File: src/rtl/msk_mixcolumn_stage_pkg.sv
// Shared constants for the masked 32-bit AES datapath stages.
// Share layout: bit i of share j in byte b sits at offset 8*d*b + i*d + j.
package msk_mixcolumn_stage_pkg;

   localparam logic [7:0] MC_POLY = 8'h1b;  // x^8 reduction term of 0x11b
   localparam int         MC_COLS = 4;      // bytes per column / columns per state

   // (byte, bit, share) -> flat offset into a masked column vector.
   function automatic int msk_off(input int b, input int i, input int j, input int d);
      return 8*d*b + i*d + j;
   endfunction

endpackage

File: src/rtl/msk_mixcolumn_stage_prod.sv
// MSKprodMC: sharewise 2a and 3a of one masked byte.
// xtime is GF(2)-linear, so each share is processed on its own; shares never mix.
module msk_mixcolumn_stage_prod
   import msk_mixcolumn_stage_pkg::*;
#(
   parameter int d = 2
) (
   input  logic [8*d-1:0] a,
   output logic [8*d-1:0] x2,
   output logic [8*d-1:0] x3
);

   logic [d-1:0][7:0] s;
   logic [d-1:0][7:0] t;

   for (genvar j = 0; j < d; j++) begin : g_sh
      for (genvar i = 0; i < 8; i++) begin : g_bit
         assign s[j][i]                 = a[msk_off(0, i, j, d)];
         assign x2[msk_off(0, i, j, d)] = t[j][i];
         assign x3[msk_off(0, i, j, d)] = t[j][i] ^ s[j][i];
      end
      assign t[j] = {s[j][6:0], 1'b0} ^ (s[j][7] ? MC_POLY : 8'h00);
   end

endmodule

File: src/rtl/msk_mixcolumn_stage.sv
// Column-serial masked MixColumns stage with a registered valid/ready output.
// Define MSKMC_PIPE_EN to add a product register stage (latency 2 instead of 1).
// Because the layout interleaves shares bit by bit and XOR is bitwise, the
// XOR network runs on whole masked bytes without ever combining shares.
module msk_mixcolumn_stage
   import msk_mixcolumn_stage_pkg::*;
#(
   parameter int d = 2
) (
   input  logic            clk,
   input  logic            rst,
   input  logic            in_valid,
   output logic            in_ready,
   input  logic            in_bypass,
   input  logic [32*d-1:0] in_col,
   output logic            out_valid,
   input  logic            out_ready,
   output logic [32*d-1:0] out_col,
   output logic [1:0]      out_idx,
   output logic            out_last
);

   localparam int W = 8*d;

   logic [MC_COLS-1:0][W-1:0] a_in, x2_in, x3_in;
   logic [MC_COLS-1:0][W-1:0] m_a, m_x2, m_x3, mix;
   logic                      m_byp, ld_valid, accept, out_adv;
   logic [1:0]                m_idx, col_cnt;

   assign a_in = in_col;

   for (genvar b = 0; b < MC_COLS; b++) begin : g_prod
      msk_mixcolumn_stage_prod #(.d(d)) u_prod (
         .a  (a_in[b]),
         .x2 (x2_in[b]),
         .x3 (x3_in[b])
      );
   end

   // Output register can take new data when empty or retiring this edge.
   assign out_adv = !out_valid | out_ready;
   assign accept  = in_valid & in_ready;

`ifdef MSKMC_PIPE_EN
   logic                      s1_valid, s1_byp;
   logic [1:0]                s1_idx;
   logic [MC_COLS-1:0][W-1:0] s1_a, s1_x2, s1_x3;

   assign in_ready = !rst & (!s1_valid | out_adv);

   // Product stage: refills whenever it is empty or draining into the output.
   always_ff @(posedge clk) begin
      if (rst) begin
         s1_valid <= 1'b0;
         s1_byp   <= 1'b0;
         s1_idx   <= '0;
         s1_a     <= '0;
         s1_x2    <= '0;
         s1_x3    <= '0;
      end else if (!s1_valid | out_adv) begin
         s1_valid <= in_valid;
         if (in_valid) begin
            s1_byp <= in_bypass;
            s1_idx <= col_cnt;
            s1_a   <= a_in;
            s1_x2  <= x2_in;
            s1_x3  <= x3_in;
         end
      end
   end

   assign ld_valid = s1_valid;
   assign m_byp    = s1_byp;
   assign m_idx    = s1_idx;
   assign m_a      = s1_a;
   assign m_x2     = s1_x2;
   assign m_x3     = s1_x3;
`else
   assign in_ready = !rst & out_adv;
   assign ld_valid = accept;
   assign m_byp    = in_bypass;
   assign m_idx    = col_cnt;
   assign m_a      = a_in;
   assign m_x2     = x2_in;
   assign m_x3     = x3_in;
`endif

   // Column position within the state, advanced on every accepted beat.
   always_ff @(posedge clk) begin
      if (rst)         col_cnt <= '0;
      else if (accept) col_cnt <= col_cnt + 2'd1;
   end

   // Sharewise MixColumns XOR network, or pass-through in the final round.
   always_comb begin
      mix[0] = m_x2[0] ^ m_x3[1] ^ m_a[2]  ^ m_a[3];
      mix[1] = m_a[0]  ^ m_x2[1] ^ m_x3[2] ^ m_a[3];
      mix[2] = m_a[0]  ^ m_a[1]  ^ m_x2[2] ^ m_x3[3];
      mix[3] = m_x3[0] ^ m_a[1]  ^ m_a[2]  ^ m_x2[3];
      if (m_byp) mix = m_a;
   end

   // Output register: holds under stall, swaps in the next column on retire.
   always_ff @(posedge clk) begin
      if (rst) begin
         out_valid <= 1'b0;
         out_col   <= '0;
         out_idx   <= '0;
      end else if (out_adv) begin
         out_valid <= ld_valid;
         if (ld_valid) begin
            out_col <= mix;
            out_idx <= m_idx;
         end
      end
   end

   assign out_last = (out_idx == 2'd3);

endmodule
File: config.mk
export PLATFORM = sky130hd
export DESIGN_NAME = msk_mixcolumn_stage
export DESIGN_NICKNAME = d
export VERILOG_FILES = /design/src/rtl/msk_mixcolumn_stage_pkg.sv /design/src/rtl/msk_mixcolumn_stage_prod.sv /design/src/rtl/msk_mixcolumn_stage.sv
export SDC_FILE = /design/constraint.sdc
export NUM_CORES = 1
export LEC_CHECK = 0
export BUFFER_PORTS_ARGS = -buffer_cell sky130_fd_sc_hd__buf_2
export CAP_MARGIN = 20
export CORE_ASPECT_RATIO = 1.2
export CORE_MARGIN = 2
export CORE_UTILIZATION = 55
export CTS_BUF_LIST = sky130_fd_sc_hd__clkbuf_16
export DETAILED_ROUTE_END_ITERATION = 16
export PLACE_DENSITY = 0.89
export SLEW_MARGIN = 10
export SYNTH_ARGS = -nofsm -noshare
export SYNTH_HDL_FRONTEND = slang
export SYNTH_SLANG_ARGS = --single-unit
File: constraint.sdc
create_clock -name clk -period 1.8 [get_ports clk]
set_clock_uncertainty 0.15 [all_clocks]
set_input_delay 0.18 -clock clk [delete_from_list [all_inputs] [get_ports clk]]
set_output_delay 0.18 -clock clk [all_outputs]
set_load 0.02 [all_outputs]
==> impl_metrics.py, run 1 <==
metrics = {
    "status": {
        "status": "completed",
    },
    "worst_setup_path": {
        "cp.arrival_ps": 1820,
        "cp.required_ps": 1870,
        "critPathKind": "in -> reg",
        "cp-start-kind": "primary input",
        "reg2reg_setup_slack_ps": 150,
        "cp-end-kind": "flip-flop",
        "worstPathMaxFanout": 55,
    },
    "place": {
        "dp_worst_setup_slack_ps": 43.30,
        "numPortBuffers": 137,
        "dpl-instance-area_sq_um": 6466,
        "gp_congestion": 0.9239,
        "dp.final_hpwl_mm": 10.84,
    },
    "sta": {
        "fin_ws_ps": 55.73,
        "finalSetupViolCount": 0,
        "grt_setup_unrepaired": "no",
        "fin_setup_tns_ps": 0,
        "timing.final.hold_violations": 0,
        "finalCriticalPeriod_ps": 1744,
        "timing.final.crit_share_pct": 96.90,
        "max_freq_mhz": 573.3,
        "maxSlewHeadroom_pct": 65.52,
        "worstMarginPinSlew_ps": 517.2,
        "drv_slew": 0,
    },
    "drt": {
        "ant_nets": 0,
        "dr.first_iter.drc_count": 202,
        "wl_per_cell_um": 19.70,
        "drc_errors": 0,
        "met1_length_mm": 5.322,
        "routed.top_layer": "met4",
        "dr_wl_met2_mm": 7.858,
        "drt_pass1_iterations": 5,
        "wl_met3_um": 971,
        "viasPerCell": 5.860,
        "wl_mm": 14.88,
        "via_count": 4424,
    },
    "job": {
        "drv_cap": 0,
    },
    "global_routing": {
        "antenna_found_initial": 0,
        "grt_max_degree": 56,
        "grt_use_total_pct": 26.55,
        "grt_pass1_vias": 4372,
        "grt-ovfl-total": 0,
        "grt_pass1_wl_mm": 21.82,
    },
    "floorplanning": {
        "io_pins": 138,
        "die_w_um": 95.97,
        "initial_core_util_pct": 56.06,
        "row_count": 40,
        "die_h_um": 114.4,
        "die_area_sq_um": 10980,
        "core_area_sq_um": 9960,
    },
    "clock_network": {
        "htreeDepth": 3,
        "cts_sinks": 69,
        "cts_tree": "built",
        "cts_root_buffer": "clkbuf_16",
        "cts-resized-gates": 0,
        "path_clk_slew_ps": 50,
        "clock_latency_ps": 330,
        "post_cts_buffers": 0,
        "clock_path_buffers": 2,
        "numCtsBuffers": 9,
    },
    "pwr": {
        "p_leak_uw": 0.003648,
        "vdd_drop_max_mv": 0.4600,
        "power_uw": 5377,
        "power_density_nw_per_um2": 796.5,
    },
    "synthesis": {
        "synth_edf_count": 0,
        "synth.largest_area_cell": "xnor3_1",
        "netlist-cell-type-count": 31,
        "synth_fa_ha_area_share_pct": 0,
        "synth_top_family_by_area": "XOR/XNOR gates",
        "synth_top_area_share_pct": 27.43,
        "netlist_area_sq_um": 5583,
        "syn_area_per_cell_sq_um": 11.19,
        "synthTopCellsByArea": "xnor3_1 27%, dfxtp_1 25%, mux2i_1 7.5%",
        "synth_compound_area_share_pct": 13.29,
        "yosysWarnings": 0,
        "synth_nets": 568,
        "yosysMostFrequentCell": "dfxtp_1",
        "synth_mux_area_share_pct": 7.530,
        "synthCells": 499,
        "synth.ff_latch_count": 69,
        "synth.top_cells.by_count": "69 x dfxtp_1, 68 x xnor3_1, 53 x nor2_1, 48 x xnor2_1, 42 x mux2i_1",
        "yosys.area_share.simple_pct": 7.441,
        "synth_ff_type": "dfxtp_1",
        "synth-xor-area-share_pct": 42.90,
        "async_flop_share_pct": 0,
        "yosysSeqAreaShare_pct": 24.74,
    },
    "cells_and_area": {
        "diodes": 0,
        "design_area_sq_um": 6750,
        "drive_above_1_share_pct": 30.37,
        "nNetsFinal": 694,
        "final_util_pct": 67.78,
        "area_growth_pct": 20.91,
    },
    "worst_hold_path": {
        "hp-class": "in -> reg",
    },
}
path summary, 6_finish.rpt:
path,start,end,depth (start not counted)
worst max register to register,out_valid,out_col[11],5
worst min register to register,col_cnt[1],out_idx[1],2
worst min-delay path,out_ready,out_valid,3
worst max-delay path,rst,out_col[58],6
layout by cell type (no fill, tap or decap), drive strengths merged, types with 10 or more instances in the layout:
master and count:
buf 162, mux2i 42, dfxtp 69, a211oi 31
o211ai 23, xor2 16, nand2 35, xnor2 57
clkbuf 10, a311oi 11, o211a 22, xnor3 69
nor2 53
layer usage:
layer,global-route usage (%),up-vias
met5,0,-
met4,15.05,0
met3,4.740,43
met2,47.32,212
met1,29.14,2144
li1,-,2025
through the flow:
stage                     hold WS, ps  cells
final                           20.22    755
after global routing            28.46    755
after CTS                       12.24    754
after detailed placement        320.7    738
after global placement          286.3    738
after floorplan                 201.0    499
critical path, stage by stage:
cell and delay (ps):
dlygate4sd3_1 540, buf_2 180, nor3_4 230, buf_12 260
o211ai_1 210, o211a_1 170
cell families after synthesis:
logic type                count (synthesis)
buffers and inverters                    51
xor gates and xnor gates                147
and+or+nand+nor                         101
AOI/OAI and AO/OA                        89
DFF                                      69
muxes                                    42
state kept, by name (all words and copies together), names as in the netlist:
name       cells
out_col       64
col_cnt        2
out_idx        2
out_valid      1
power by group:
part           total [uW]  internal (uW)  switching, uW  leakage (uW)
clock network        1550            897            649      0.000130
logic                2110           1120            986       0.00295
registers            1720           1650           68.5      0.000570
total                5380           3670           1700       0.00365
layout make-up:
type,instances,area [sq um]
well taps,126,157.7
clock buffers,9,225.2
multi-input cells,379,3981
flip-flops and latches,69,1381
fillers,739,3209
repair buffers,164,973.4
clock inverters,6,23.77
inverters,2,7.507
what timing repair did:
action	4_1_cts	5_1_grt
hold endpoints to repair	4	0
hold buffers	1	0
endpoints found under the setup margin	0	5
No activity file was read; power rests on OpenSTA's default activity.
==> run 2, diff against run 1 <==
CORE_UTILIZATION = 59   (was 55)
CTS_CLUSTER_DIAMETER = 80   (was default)
PLACE_DENSITY = 0.94   (was 0.89)
SKIP_CTS_REPAIR_TIMING = 1   (was default)
clock period = 2.2 ns   (was 1.8 ns; I/O delays follow)
==> run 2 against run 1 <==
Utilization is 5.1 points higher. Count of clock-buffer cells in the layout stayed put. Non-clock buffer count is 17 lower. Sequential power is 18% lower. Routed wire length is 0.73% lower. Global-route usage is 2.7 points higher. Sequential cell count stayed put. Hold slack better by 39 ps. Cell area is 1.5% lower. Critical endpoint is now in_ready.
==> impl_metrics.py, run 2 (synthesized netlist as in run 1, its figures left out) <==
metrics = {
    "sta": {
        "timing.final.crit_share_pct": 78.17,
        "timing.final.hold_violations": 0,
        "drv_slew": 0,
        "finalCriticalPeriod_ps": 1720,
        "max_freq_mhz": 581.5,
        "grt_setup_unrepaired": "no",
        "maxSlewHeadroom_pct": 62.18,
        "fin_setup_tns_ps": 0,
        "worstMarginPinSlew_ps": 567.3,
        "finalSetupViolCount": 0,
    },
    "worst_setup_path": {
        "cp.required_ps": 1830,
        "worstPathMaxFanout": 4,
        "critPathKind": "reg -> out",
        "crit_start": "out_valid",
        "cp-start-kind": "flip-flop",
        "cp.arrival_ps": 1350,
        "cp-end-kind": "output port",
        "reg2reg_from": "out_valid",
    },
    "cells_and_area": {
        "final_cells": 733,
        "area_growth_pct": 19.09,
        "largest_reg_flops": 64,
        "diodes": 0,
        "regMostFlops": "out_col",
        "nNetsFinal": 677,
        "reg_top3": "out_col (64), col_cnt (2), out_idx (2)",
        "n_fill_cell": 637,
        "final_common_cell": "buf_2",
        "drive_above_1_share_pct": 29.36,
        "mostFrequentLayoutCells": "136 x buf_2, 69 x dfxtp_1, 68 x xnor3_1",
        "final_util_pct": 72.83,
    },
    "drt": {
        "dr.first_iter.drc_count": 159,
        "wl_mm": 14.77,
        "via_count": 4351,
        "dr_wl_met2_mm": 7.919,
        "ant_nets": 0,
        "viasPerCell": 5.936,
        "drc_errors": 0,
        "drt_pass1_iterations": 5,
        "wl_per_cell_um": 20.15,
        "routed.top_layer": "met4",
        "wl_met3_mm": 1.124,
        "met1_length_mm": 5.311,
    },
    "clock_network": {
        "numCtsBuffers": 9,
        "clock_latency_ps": 340,
        "path_clk_slew_ps": 50,
        "cts_tree": "built",
        "cts_sinks": 69,
        "clock_path_buffers": 2,
        "htreeDepth": 3,
        "cts_root_buffer": "clkbuf_16",
    },
    "job": {
        "drv_cap": 0,
    },
    "worst_hold_path": {
        "min_from": "out_ready",
        "hp-class": "in -> reg",
    },
    "global_routing": {
        "grt_pass1_wl_mm": 23.09,
        "grt_use_total_pct": 29.26,
        "grt-ovfl-total": 0,
        "grt_pass1_vias": 4322,
        "grt_max_degree": 56,
        "antenna_found_initial": 0,
    },
    "place": {
        "dp.final_hpwl_mm": 10.81,
        "numPortBuffers": 137,
        "gp_congestion": 0.9017,
        "placedCellCount": 717,
    },
    "floorplanning": {
        "core_area_sq_um": 9129,
        "initial_core_util_pct": 61.16,
        "io_pins": 138,
        "die_area_sq_um": 10260,
        "die_h_um": 110.6,
        "die_w_um": 92.80,
        "row_count": 38,
    },
    "status": {
        "status": "completed",
    },
    "pwr": {
        "vdd_drop_max_mv": 0.4005,
        "p_leak_uw": 0.003579,
        "power_density_nw_per_um2": 701.1,
    },
}
-- run 2: per-stage QoR --
stage | power (uW) | setup WS (ps) | cell area [sq um] | hold WS, ps
after floorplan | 2670 | 509.7 | 5583 | 241.0
final | 4662 | 480.2 | 6649 | 58.86
after global placement | 3032 | 413.4 | 6334 | 291.3
after detailed placement | 3098 | 338.5 | 6334 | 308.8
after CTS | 4682 | 469.5 | 6649 | 36.10
after global routing | 4852 | 397.8 | 6649 | 72.27
-- run 2: per-layer routing --
| metal | global-route usage (%) | up-vias |
|---|---|---|
| met5 | 0 | - |
| met4 | 9.706 | 0 |
| met3 | 5.798 | 36 |
| met2 | 53.62 | 230 |
| met1 | 33.56 | 2084 |
| li1 | - | 2001 |
-- run 2: path summary, 6_finish.rpt --
kind                            slack, ps           to  cells past startpoint
worst max-delay path                  480     in_ready                      3
worst min-delay path                   60    out_valid                      3
worst max register to register        510  out_col[58]                      5
worst min register to register        320   out_idx[1]                      2
-- run 2: power by group --
group	internal [uW]	leakage (uW)	switching, uW
Sequential	1350	0.000570	55.3
Combinational	881	0.00286	806
Clock	986	0.000153	581
Total	3220	0.00358	1440
-- run 2: cell type report --
| type | instances | area (sq um) | share of cell area [%] |
|---|---|---|---|
| inverter | 2 | 7.507 | 0.1129 |
| clock buffer | 9 | 225.2 | 3.387 |
| multi-input combinational | 379 | 3981 | 59.88 |
| timing repair buffer | 147 | 813.3 | 12.23 |
| tap | 120 | 150.1 | 2.258 |
| sequential | 69 | 1381 | 20.78 |
| clock inverter | 7 | 90.09 | 1.355 |
-- run 2: critical path, stage by stage (launching register included) --
cell     delay (ps)
dfxtp_1         340
nor2b_1         400
nor2_1           90
buf_2           180
==> run 3, diff against run 2 <==
CORE_UTILIZATION = 49   (was 59)
PLACE_DENSITY = 0.84   (was 0.94)
clock period = 1.42 ns   (was 2.2 ns; I/O delays follow)
==> run 3 against run 2 <==
The run now ends with setup timing left. Count of clock-buffer cells in the layout is the same. Global-route usage is 2.9 points lower. Hold slack got worse by 45 ps. Via count is 13% higher. Routed wire length rose by 22%. Worst setup slack worse by 580 ps. First-iteration DRC count up 38%. Critical path depth up 3. Cell area is 21% higher. Total power increased by 59%. Sequential cell count unchanged.
==> impl_metrics.py, run 3 (synthesized netlist as in run 1, its figures left out) <==
metrics = {
    "drt": {
        "wl_mm": 18.09,
        "drc_errors": 0,
        "wl_per_cell_um": 20.10,
        "dr.first_iter.drc_count": 219,
        "viasPerCell": 5.466,
        "drt_pass1_iterations": 5,
        "via_count": 4919,
        "ant_nets": 0,
    },
    "clock_network": {
        "cts_sinks": 69,
        "htreeDepth": 3,
        "path_clk_slew_ps": 60,
        "clock_path_buffers": 2,
        "cts_root_buffer": "clkbuf_16",
        "clock_latency_ps": 330,
        "numCtsBuffers": 9,
        "cts_tree": "built",
    },
    "sta": {
        "drv_slew": 0,
        "max_freq_mhz": 657.8,
        "timing.final.hold_violations": 0,
        "fin_ws_ps": -100.2,
        "maxSlewHeadroom_pct": 62.64,
        "finalCriticalPeriod_ps": 1520,
        "grt_setup_unrepaired": "yes",
        "timing.final.crit_share_pct": 107.1,
        "worstMarginPinSlew_ps": 556.4,
        "finalSetupViolCount": 43,
    },
    "floorplanning": {
        "die_h_um": 120.9,
        "row_count": 42,
        "die_w_um": 101.4,
        "initial_core_util_pct": 50.35,
        "core_area_sq_um": 11090,
        "die_area_sq_um": 12270,
        "io_pins": 138,
    },
    "worst_hold_path": {
        "hp-class": "in -> reg",
    },
    "cells_and_area": {
        "drive_above_1_share_pct": 47.18,
        "final_common_cell": "buf_2",
        "n_fill_cell": 720,
        "regArea_sq_um": 1383,
        "regMostFlops": "out_col",
        "design_area_sq_um": 8068,
        "multi_input_area_sq_um": 4189,
        "nNetsFinal": 810,
        "largest_reg_flops": 64,
        "final_util_pct": 72.76,
        "reg_top3": "out_col (64), col_cnt (2), out_idx (2)",
        "mostFrequentLayoutCells": "135 x buf_2, 120 x buf_4, 68 x xnor3_1, 68 x dfxtp_1, 47 x xnor2_1",
        "diodes": 0,
        "area_growth_pct": 44.51,
    },
    "worst_setup_path": {
        "critical_path.top_delay_family": "buffers and inverters",
        "cp_slowest_cell": "dfxtp_2",
        "worstPathMaxFanout": 7,
        "critPathMaxStageDelay_ps": 320,
        "critPathKind": "reg -> reg",
        "cp-end-kind": "flip-flop",
        "cp-start-kind": "flip-flop",
        "cp.required_ps": 1490,
        "crit_path_cell_trace": "nor2b_4 > nor3_4 > buf_6 > clkbuf_16 > nor2_4 > a311oi_1",
        "cp.buffers_inverters": 2,
        "cp.arrival_ps": 1590,
    },
    "pwr": {
        "clock_power_share_pct": 27.2,
        "p_sw_share_pct": 32.45,
        "intPower_uw": 5014,
        "seqPwrFrac_pct": 29.6,
        "p_comb_share_pct": 43.2,
        "p_leak_uw": 0.004329,
        "p_switching_uw": 2409,
        "vdd_drop_max_mv": 0.5990,
        "power_density_nw_per_um2": 920.0,
    },
    "status": {
        "status": "complete, but fails checks",
        "violations": "setup timing",
    },
    "global_routing": {
        "grt_pass1_vias": 4868,
        "antenna_found_initial": 0,
        "grt-ovfl-total": 0,
        "grt_use_total_pct": 26.41,
        "grt_max_degree": 34,
        "grt_pass1_wl_mm": 24.59,
    },
    "place": {
        "gp_congestion": 0.9054,
        "numPortBuffers": 137,
        "dpl-instance-area_sq_um": 7271,
        "dp.final_hpwl_mm": 12.43,
    },
    "job": {
        "drv_cap": 0,
    },
}
## run 3: cell type report
cell class	count	area share [%]
Tap cell	154	2.388
Inverter	2	0.09305
Multi-Input combinational cell	379	51.92
Timing Repair Buffer	280	25.25
Sequential cell	69	17.14
Clock buffer	9	2.792
Clock inverter	7	0.4187
## run 3: layer usage
layer  vias up  routed length, um  share of wire, %  GRT usage [%]
met1      2362               6432                36          28.35
met5         -                  0                 0              0
met2       238               9693                54          49.21
met3        54               1082               6.0          5.242
met4         0                880               4.9          11.49
li1       2265                  -                 -              -
## run 3: final timing paths
path               from          end  slack, ps  depth (start not counted)
max           out_valid  out_col[11]       -100                          6
min           out_ready    out_valid         10                          3
max reg2reg   out_valid  out_col[11]       -100                          6
min reg2reg  col_cnt[1]   out_idx[1]        330                          2
## run 3: tightest hold or removal path: cells and delay by family
family | cells | cell delay, ps
AND/OR/NAND/NOR | 1 | 120
buffers and inverters | 1 | 110
AO/OA/AOI/OAI | 1 | 70
## run 3: stage by stage
step,setup TNS [ps],total power (uW),cells,hold WS (ps),setup slack [ps]
6_report,-1057,7423,900,14.00,-100.2
3_5_place_dp,-7177,5155,859,333.4,-324.8
5_1_grt,-3634,7729,900,30.35,-127.2
3_3_place_gp,-5206,5055,859,297.4,-249.0
2_1_floorplan,-4970,4154,499,162.8,-89.54
4_1_cts,-4167,7159,875,-8.022,-179.5
## run 3: power groups by stage
stage / clock network (uW) / registers [uW] / logic, uW
2_1_floorplan: 0 / 2400 / 1750
3_3_place_gp: 0 / 2220 / 2830
3_5_place_dp: 0 / 2230 / 2930
4_1_cts: 2020 / 2190 / 2950
5_1_grt: 2140 / 2210 / 3380
6_report: 2020 / 2200 / 3210
